[src/rtl/pc_unit.sv]
// Program counter and next-PC selection for the single-cycle core.
// Covers branches, absolute and register jumps, a return-address stack, and exception entry/return.
module pc_unit #(
   parameter int unsigned     XLEN       = 32,
   parameter logic [XLEN-1:0] RESET_PC   = '0,
   parameter logic [31:0]     EXC_VECTOR = 32'h0000_0180,
   parameter int unsigned     RAS_DEPTH  = 4
) (
   input  logic            clk,
   input  logic            reset,
   input  logic            pc_wr,
   input  logic            branch,
   input  logic            jump,
   input  logic            link,
   input  logic            jump_reg,
   input  logic            ret,
   input  logic            exc,
   input  logic            eret,
   input  logic [XLEN-1:0] imm32,
   input  logic [25:0]     imm26,
   input  logic [XLEN-1:0] rs_val,
   output logic [XLEN-1:0] pc,
   output logic [XLEN-1:0] npc,
   output logic [XLEN-1:0] epc,
   output logic            ras_empty,
   output logic            ras_full
);

   localparam int unsigned     PW         = (RAS_DEPTH > 2) ? $clog2(RAS_DEPTH) : 1;
   localparam logic [XLEN-1:0] EXC_PC     = XLEN'(EXC_VECTOR);
   localparam logic [XLEN-1:0] INSN_BYTES = XLEN'(4);
   localparam logic [XLEN-1:0] WORD_MASK  = ~XLEN'(3);
   localparam logic [PW:0]     CNT_FULL   = (PW+1)'(RAS_DEPTH);
   localparam logic [PW:0]     CNT_ONE    = (PW+1)'(1);
   localparam logic [PW-1:0]   PTR_ONE    = PW'(1);

   typedef enum logic [2:0] {
      SRC_EXC,
      SRC_ERET,
      SRC_BRANCH,
      SRC_RAS,
      SRC_REG,
      SRC_JUMP,
      SRC_SEQ
   } npc_src_t;

   logic [XLEN-1:0] pc_q;
   logic [XLEN-1:0] epc_q;
   logic [XLEN-1:0] pc_plus4;
   logic [XLEN-1:0] ras_top;
   logic [XLEN-1:0] ras_mem [RAS_DEPTH];
   logic [PW-1:0]   ras_ptr;
   logic [PW:0]     ras_cnt;
   npc_src_t        src;
   logic            advance;
   logic            do_push;
   logic            do_pop;

   assign pc_plus4  = pc_q + INSN_BYTES;
   // Write pointer addresses the next free slot; the top entry sits just below it.
   assign ras_top   = ras_mem[ras_ptr - PTR_ONE];
   assign ras_empty = (ras_cnt == '0);
   assign ras_full  = (ras_cnt == CNT_FULL);

   always_comb begin
      src = SRC_SEQ;
      if (exc)                             src = SRC_EXC;
      else if (eret)                       src = SRC_ERET;
      else if (branch)                     src = SRC_BRANCH;
      else if (jump_reg && ret && !ras_empty) src = SRC_RAS;
      else if (jump_reg)                   src = SRC_REG;
      else if (jump)                       src = SRC_JUMP;
   end

   always_comb begin
      npc = pc_plus4;
      case (src)
         SRC_EXC:    npc = EXC_PC;
         SRC_ERET:   npc = epc_q;
         SRC_BRANCH: npc = pc_plus4 + imm32;
         SRC_RAS:    npc = ras_top;
         SRC_REG:    npc = rs_val & WORD_MASK;
         SRC_JUMP:   npc = {pc_q[XLEN-1:28], imm26, 2'b00};
         default:    npc = pc_plus4;
      endcase
   end

   // Stack side effects belong only to the winning source of an advancing cycle.
   assign advance = pc_wr && !exc;
   assign do_push = advance && (src == SRC_JUMP) && link;
   assign do_pop  = advance && (src == SRC_RAS);

   always_ff @(posedge clk) begin
      if (reset) begin
         pc_q    <= RESET_PC;
         epc_q   <= '0;
         ras_ptr <= '0;
         ras_cnt <= '0;
      end else begin
         if (exc) begin
            pc_q  <= EXC_PC;
            epc_q <= pc_q;
         end else if (pc_wr) begin
            pc_q <= npc;
         end

         if (do_push) begin
            ras_ptr <= ras_ptr + PTR_ONE;
            if (ras_cnt != CNT_FULL) ras_cnt <= ras_cnt + CNT_ONE;
         end else if (do_pop) begin
            ras_ptr <= ras_ptr - PTR_ONE;
            ras_cnt <= ras_cnt - CNT_ONE;
         end
      end
   end

   // A push into a full stack lands on the oldest entry, which is exactly the slot the pointer names.
   always_ff @(posedge clk) begin
      if (do_push) ras_mem[ras_ptr] <= pc_plus4;
   end

   assign pc  = pc_q;
   assign epc = epc_q;

endmodule

[config.mk]
export PLATFORM = sky130hd
export DESIGN_NAME = pc_unit
export DESIGN_NICKNAME = d
export VERILOG_FILES = /design/src/rtl/pc_unit.sv
export SDC_FILE = /design/constraint.sdc
export NUM_CORES = 1
export LEC_CHECK = 0
export ABC_AREA = 0
export CORE_UTILIZATION = 43
export DETAILED_ROUTE_END_ITERATION = 8
export PLACE_DENSITY = 0.67
export SLEW_MARGIN = 20
export SYNTH_ARGS = -nofsm -noshare
export SYNTH_HDL_FRONTEND = slang
export SYNTH_SLANG_ARGS = --single-unit
[constraint.sdc]
create_clock -name clk -period 5 [get_ports clk]
set_input_delay 0.5 -clock clk [delete_from_list [all_inputs] [get_ports clk]]
set_output_delay 0.5 -clock clk [all_outputs]
set_load 0.01 [all_outputs]
Word-level counts from Yosys, hierarchy flattened
Memory sizes are Yosys's and may differ from the RTL's.
Index checks and enable logic that the tools add are counted.
Word-level totals
  flip-flop bits (word level): 69
  RAM bits: 128
  input bits: 100
  output and inout port bits: 98
  word-level logic and storage cells: 50
  memories: 1
Operators by class
  add/subtract/negate cells: 6
  equal/unequal tests: 8
  multiplexer cells: 16
  reductions and logical operators: 14
Memory list
  ras_mem: words 4, width 32, read ports 1, clocked after memory_dff 0, wr ports 1, RTL line 51  | logic [XLEN-1:0] ras_mem [RAS_DEPTH];
Operators by type and width (count)
  32-bit one-hot mux with 6 select lines: 1
  32-bit by 3-bit adder with 32-bit output, second input constant: 1
  32-bit adder: 1
  3-bit 2-to-1 mux: 7
  9-bit 2-to-1 mux: 2
  3-bit equality test, second input constant: 3
  2-bit 2-to-1 mux: 4
  3-bit by 2-bit equality test with 1-bit output, second input constant: 2
  1-bit logical AND: 6
  3-bit zero test: 2
  2-bit nonzero test: 2
  3-bit by 1-bit adder with 3-bit output, second input constant: 1
  3-bit by 1-bit equality test with 1-bit output, second input constant: 1
  3-bit != test, second input constant: 1
  3-bit by 1-bit subtractor with 3-bit output, second input constant: 1
  2-bit by 1-bit adder with 2-bit output, second input constant: 1
  1-bit zero test: 2
  1-bit 2-to-1 mux: 2
  2-bit by 1-bit != test with 1-bit output, second input constant: 1
  2-bit AND reduction: 1
  2-bit OR reduction: 1
  2-bit by 1-bit subtractor with 2-bit output, second input constant: 1

Logic depth before layout (Yosys ltp)
  depth after elaboration: 12
  gate-level depth with buffers: 17
  mapped depth without buffers: 15

Worst setup path after synthesis
Ideal clock, no wire load.
  path type: register to output
  start point: register pc_q[4] (netlist: pc[4])
  end point: output port npc[31]
  arrival time: 3.731 ns
  data required time: 4.500 ns
  setup slack: 0.769 ns
  cell stages (with the launch flop): 17
  path buffers: 2
  path through: dfxtp_1 -> and4_1 -> buf_6 -> and4_4 -> and2_2 -> clkbuf_1 -> nand2_1 -> xor2_1 -> inv_1 -> ha_1 -> or4_1 -> o21ai_0 -> nor2_1 -> a311o_1 -> mux2_2 -> a2111oi_2 -> o21a_1
On the way
  cells in the longest elaborated chain, start to end: 3
RTL lines
  from (decl): RTL line 47  | logic [XLEN-1:0] pc_q;
  from (signal assigned): RTL line 104  | pc_q <= npc;
  32-bit by 3-bit adder with 32-bit output: RTL line 59  | assign pc_plus4 = pc_q + INSN_BYTES;
  named net pc_plus4[27]: RTL line 49  | logic [XLEN-1:0] pc_plus4;
  32-bit adder: RTL line 80  | SRC_BRANCH: npc = pc_plus4 + imm32;
  32-bit one-hot mux with 6 select lines: RTL line 77  | case (src)
  to (decl): RTL line 23  | output logic [XLEN-1:0] npc,
The timed path passes the listed nets, and every way through them passes these cells.

Worst setup path in the final report
  start point: register pc_q[7] (netlist: pc[7])
  end point: output port npc[22]
Same word-level chain as after synthesis.

==> summary by stage <==
Status
The flow ran to the end, and the final reports show no timing, DRC or antenna violations.

Detailed routing
The residual DRC count is 0. Before antenna repair, the detailed router went through 5 iterations. The average vias per placed instance is around 6.0.

Detailed routing inserted a total of 9829 vias. The post-detailed-route wirelength per cell is roughly 24 µm. The final antenna-violating net count is 0. The total detailed-routing wirelength is between 30000 and 40000 µm.

The number of DRC markers in iteration 0 is 1070.

Synth
A synthesized cell averages 11.03 µm². The post-synthesis sequential element count is 197. The post-synthesis instance total is approximately 1000. The share of synthesized area in the top cell type comes to 0.3436. The part of the Yosys area used for sequential elements is 0.4671.

After synthesis, the share of flip-flops with an asynchronous set or reset is 0. In this run, distinct cell masters in the synthesized netlist total 84. The synthesized design contains 128 enable-type register cells. The library cell with the largest summed area after synthesis is sky130_fd_sc_hd__edfxtp_1. After synthesis, the cell types taking the most area are sky130_fd_sc_hd__edfxtp_1 34%, sky130_fd_sc_hd__dfxtp_1 12%, sky130_fd_sc_hd__mux4_2 6.4%, sky130_fd_sc_hd__ha_1 4.9%, sky130_fd_sc_hd__mux2i_1 4.6%.

The predominant post-synthesis flop cell is sky130_fd_sc_hd__edfxtp_1. The mapped netlist covers 0.01119 mm². When the netlist entered floorplanning its net count stood at approximately 1200. The Yosys step of the flow raised 0 warnings.

Worst setup path
The data required time of the worst path is 4500 ps. STA classifies the critical path startpoint as a flop. The arrival time at the worst endpoint is 4430 ps. The setup path with the least slack is of type flop to output port. Across all register-to-register paths, the minimum setup slack is about 1100 ps. STA classifies the critical path endpoint as an output port. The maximum fanout along the worst path is 3.

STA
The achievable frequency is 202.8 MHz. The setup clock skew after layout is 16.61 ps. The final total negative setup slack is 0 ps. Setup repair after global routing could not meet its margin everywhere. The total count of hold-check failures in the final report came to 0.

The count of endpoints failing setup in the final report is 0. The share of the clock period used by the worst path after layout is 0.9860. The worst relative slew slack is 0.4967.

The routed design could run at a clock period as short as 4930 ps. For the pin with the worst max-slew slack, the measured transition is ~750 ps. The final count of pins violating max slew is 0. Across all hold checks on the routed design, the worst slack comes to approximately 530 ps. Once routing completed, OpenROAD measured the worst setup slack at 70.05 ps.

Clocking
The number of clock sinks is 197. The root buffer cell chosen for the clock tree is sky130_fd_sc_hd__clkbuf_16. The later pin in the worst-skew pair is clocked with a latency of 450 ps.

CTS built an H-tree with a depth of 4. The maximum buffer depth of the clock tree is 2. Counting the buffers created by CTS gives 17.

After clock tree synthesis, the clock-pin slew on the worst setup and hold paths is 90 ps. The TritonCTS clock tree is done.

Floorplanning
For this configuration, the core starts out at a cell density of 0.4417. The I/O pin total is 198. The die is 163.3 µm wide. The die outline area is 0.02666 mm². The die height is about 160 µm.

The area of the core is between 0.02 and 0.03 mm². In this run the core area contains just under 60 standard-cell rows.

Job
Max-cap violations in this run came to 0.

Power and ir drop
The analysis attributes to cell leakage a power of 5.637 nW. The peak ir drop on the vdd network is 0.2261 mV. For this design the ratio of total power to cell area is approximately 250 mW/mm².

Placement
After legalization and detailed placement, the total HPWL measured 27670 µm. The routability-driven placement congestion ratio is just over 0.9. Prior to clock tree synthesis, the placed netlist has a worst setup slack of 85.64 ps.

The number of buffer cells added on primary ports is 195.

Layout
The share of the core filled with cells in the final layout is 0.5980. The share of layout cells above drive strength 1 is 0.2087. The total inserted antenna cells is 0. The library cells used most frequently in the layout, excluding fill and tap cells, are 189 x sky130_fd_sc_hd__clkdlybuf4s50_1, 128 x sky130_fd_sc_hd__edfxtp_1, 117 x sky130_fd_sc_hd__buf_4, 89 x sky130_fd_sc_hd__nor2_1, 68 x sky130_fd_sc_hd__a21oi_1. The leading cell type in the layout, fill and taps excluded is sky130_fd_sc_hd__clkdlybuf4s50_1. The filler cell count is between 2000 and 2500.

Relative to the synthesized area, the layout overhead comes to 35.39%. The number of nets in the layout is 1436.

Min path
The class of the tightest hold or removal check is flop to flop.

Global route
The largest net degree at the start of global routing is 42. The first-pass GRT wire length is ~57000 µm. Summed over all layers, the global routing overflow is 0. The number of global-route vias before repair came to approximately 9400.

The initial antenna violation count is 0. The global-route usage over all layers is 0.2933.
-- synthesized netlist by cell type, types with 14 or more instances --
cell / n
sky130_fd_sc_hd__edfxtp_1: 128
sky130_fd_sc_hd__nor2_1: 93
sky130_fd_sc_hd__a21oi_1: 74
sky130_fd_sc_hd__dfxtp_1: 69
sky130_fd_sc_hd__mux2i_1: 51
sky130_fd_sc_hd__ha_1: 44
sky130_fd_sc_hd__nand2_1: 44
sky130_fd_sc_hd__clkbuf_1: 39
sky130_fd_sc_hd__mux4_2: 32
sky130_fd_sc_hd__nand3_1: 31
sky130_fd_sc_hd__nor2b_1: 29
sky130_fd_sc_hd__inv_1: 27
sky130_fd_sc_hd__xor2_1: 25
sky130_fd_sc_hd__o21ai_0: 24
sky130_fd_sc_hd__xnor2_1: 23
sky130_fd_sc_hd__a221oi_1: 21
sky130_fd_sc_hd__a21o_1: 16
sky130_fd_sc_hd__and3_1: 16
sky130_fd_sc_hd__o21a_1: 15
sky130_fd_sc_hd__nor3_1: 14
sky130_fd_sc_hd__o221ai_1: 14
-- worst paths after layout --
check	cells past startpoint	from	endpoint
setup / recovery	13	pc[7]$_SDFFE_PP0P_	npc[22]
hold / removal	2	epc[0]$_SDFFE_PP0P_	epc[0]$_SDFFE_PP0P_
setup reg to reg	14	pc[7]$_SDFFE_PP0P_	pc[30]$_SDFFE_PP0P_
hold reg to reg	2	epc[0]$_SDFFE_PP0P_	epc[0]$_SDFFE_PP0P_
-- cell families after synthesis --
logic type,count (synthesis),synth area share
AOI/OAI and AO/OA,253,0.1576
xor gates and xnor gates,49,0.03971
adders and majority gates,46,0.05280
buffers and inverters,86,0.03199
DFF,197,0.4671
muxes,88,0.1151
and+or+nand+nor,295,0.1357
-- critical path: stages, from the launching register on --
cell and delay, ps:
sky130_fd_sc_hd__dfxtp_1 340, sky130_fd_sc_hd__and4_4 260, sky130_fd_sc_hd__nand4_1 220, sky130_fd_sc_hd__nor2_2 250, sky130_fd_sc_hd__xnor2_2 150, sky130_fd_sc_hd__ha_1 370
sky130_fd_sc_hd__buf_4 140, sky130_fd_sc_hd__inv_1 60, sky130_fd_sc_hd__or4_1 580, sky130_fd_sc_hd__o22ai_4 230, sky130_fd_sc_hd__a41oi_4 190, sky130_fd_sc_hd__xor2_1 190
sky130_fd_sc_hd__o21ai_1 360, sky130_fd_sc_hd__clkdlybuf4s50_1 640
-- layer usage --
metal,vias up,part of all wire,track usage
met4,0,0.022,0.09176
met3,50,0.094,0.05206
li1,4431,-,-
met5,-,0,0
met2,513,0.46,0.4453
met1,4835,0.43,0.4231
-- sequential cells by signal, summed over array words and instances, names as in the netlist --
signal / flops
ras_ptr: 2
ras_cnt: 3
epc: 32
ras_mem: 128
pc: 32
-- through the flow --
| stage | area (µm²) | power [mW] | cells |
|---|---|---|---|
| after global routing | 15140 | 3.864 | 1633 |
| final | 15140 | 3.746 | 1633 |
| after floorplan | 11190 | 2.019 | 1014 |
| after global placement | 14150 | 2.289 | 1591 |
| after detailed placement | 14150 | 2.293 | 1591 |
| after CTS | 14910 | 3.744 | 1627 |
-- cell type report --
class,instances,area (µm²),share of cell area
inverter,28,105.1,0.006940
multi-input combinational,731,5882,0.3884
clock inverter,15,209.0,0.01380
tap,330,412.9,0.02726
sequential,197,5233,0.3455
timing repair buffer,315,2878,0.1900
clock buffer,17,425.4,0.02809
-- report_power, final --
part           total (mW)  switching (mW)  internal, mW
Sequential           1.74          0.0101          1.73
Combinational       0.545           0.288         0.258
Clock                1.46           0.761         0.701
Total                3.75            1.06          2.69
-- timing repair --
action,4_1_cts,5_1_grt
pin swaps,6,18
endpoints found under the setup margin,11,13
buffers inserted,4,6
hold buffers,0,0
resized for setup,22,44
No activity file was read; power rests on OpenSTA's default activity.
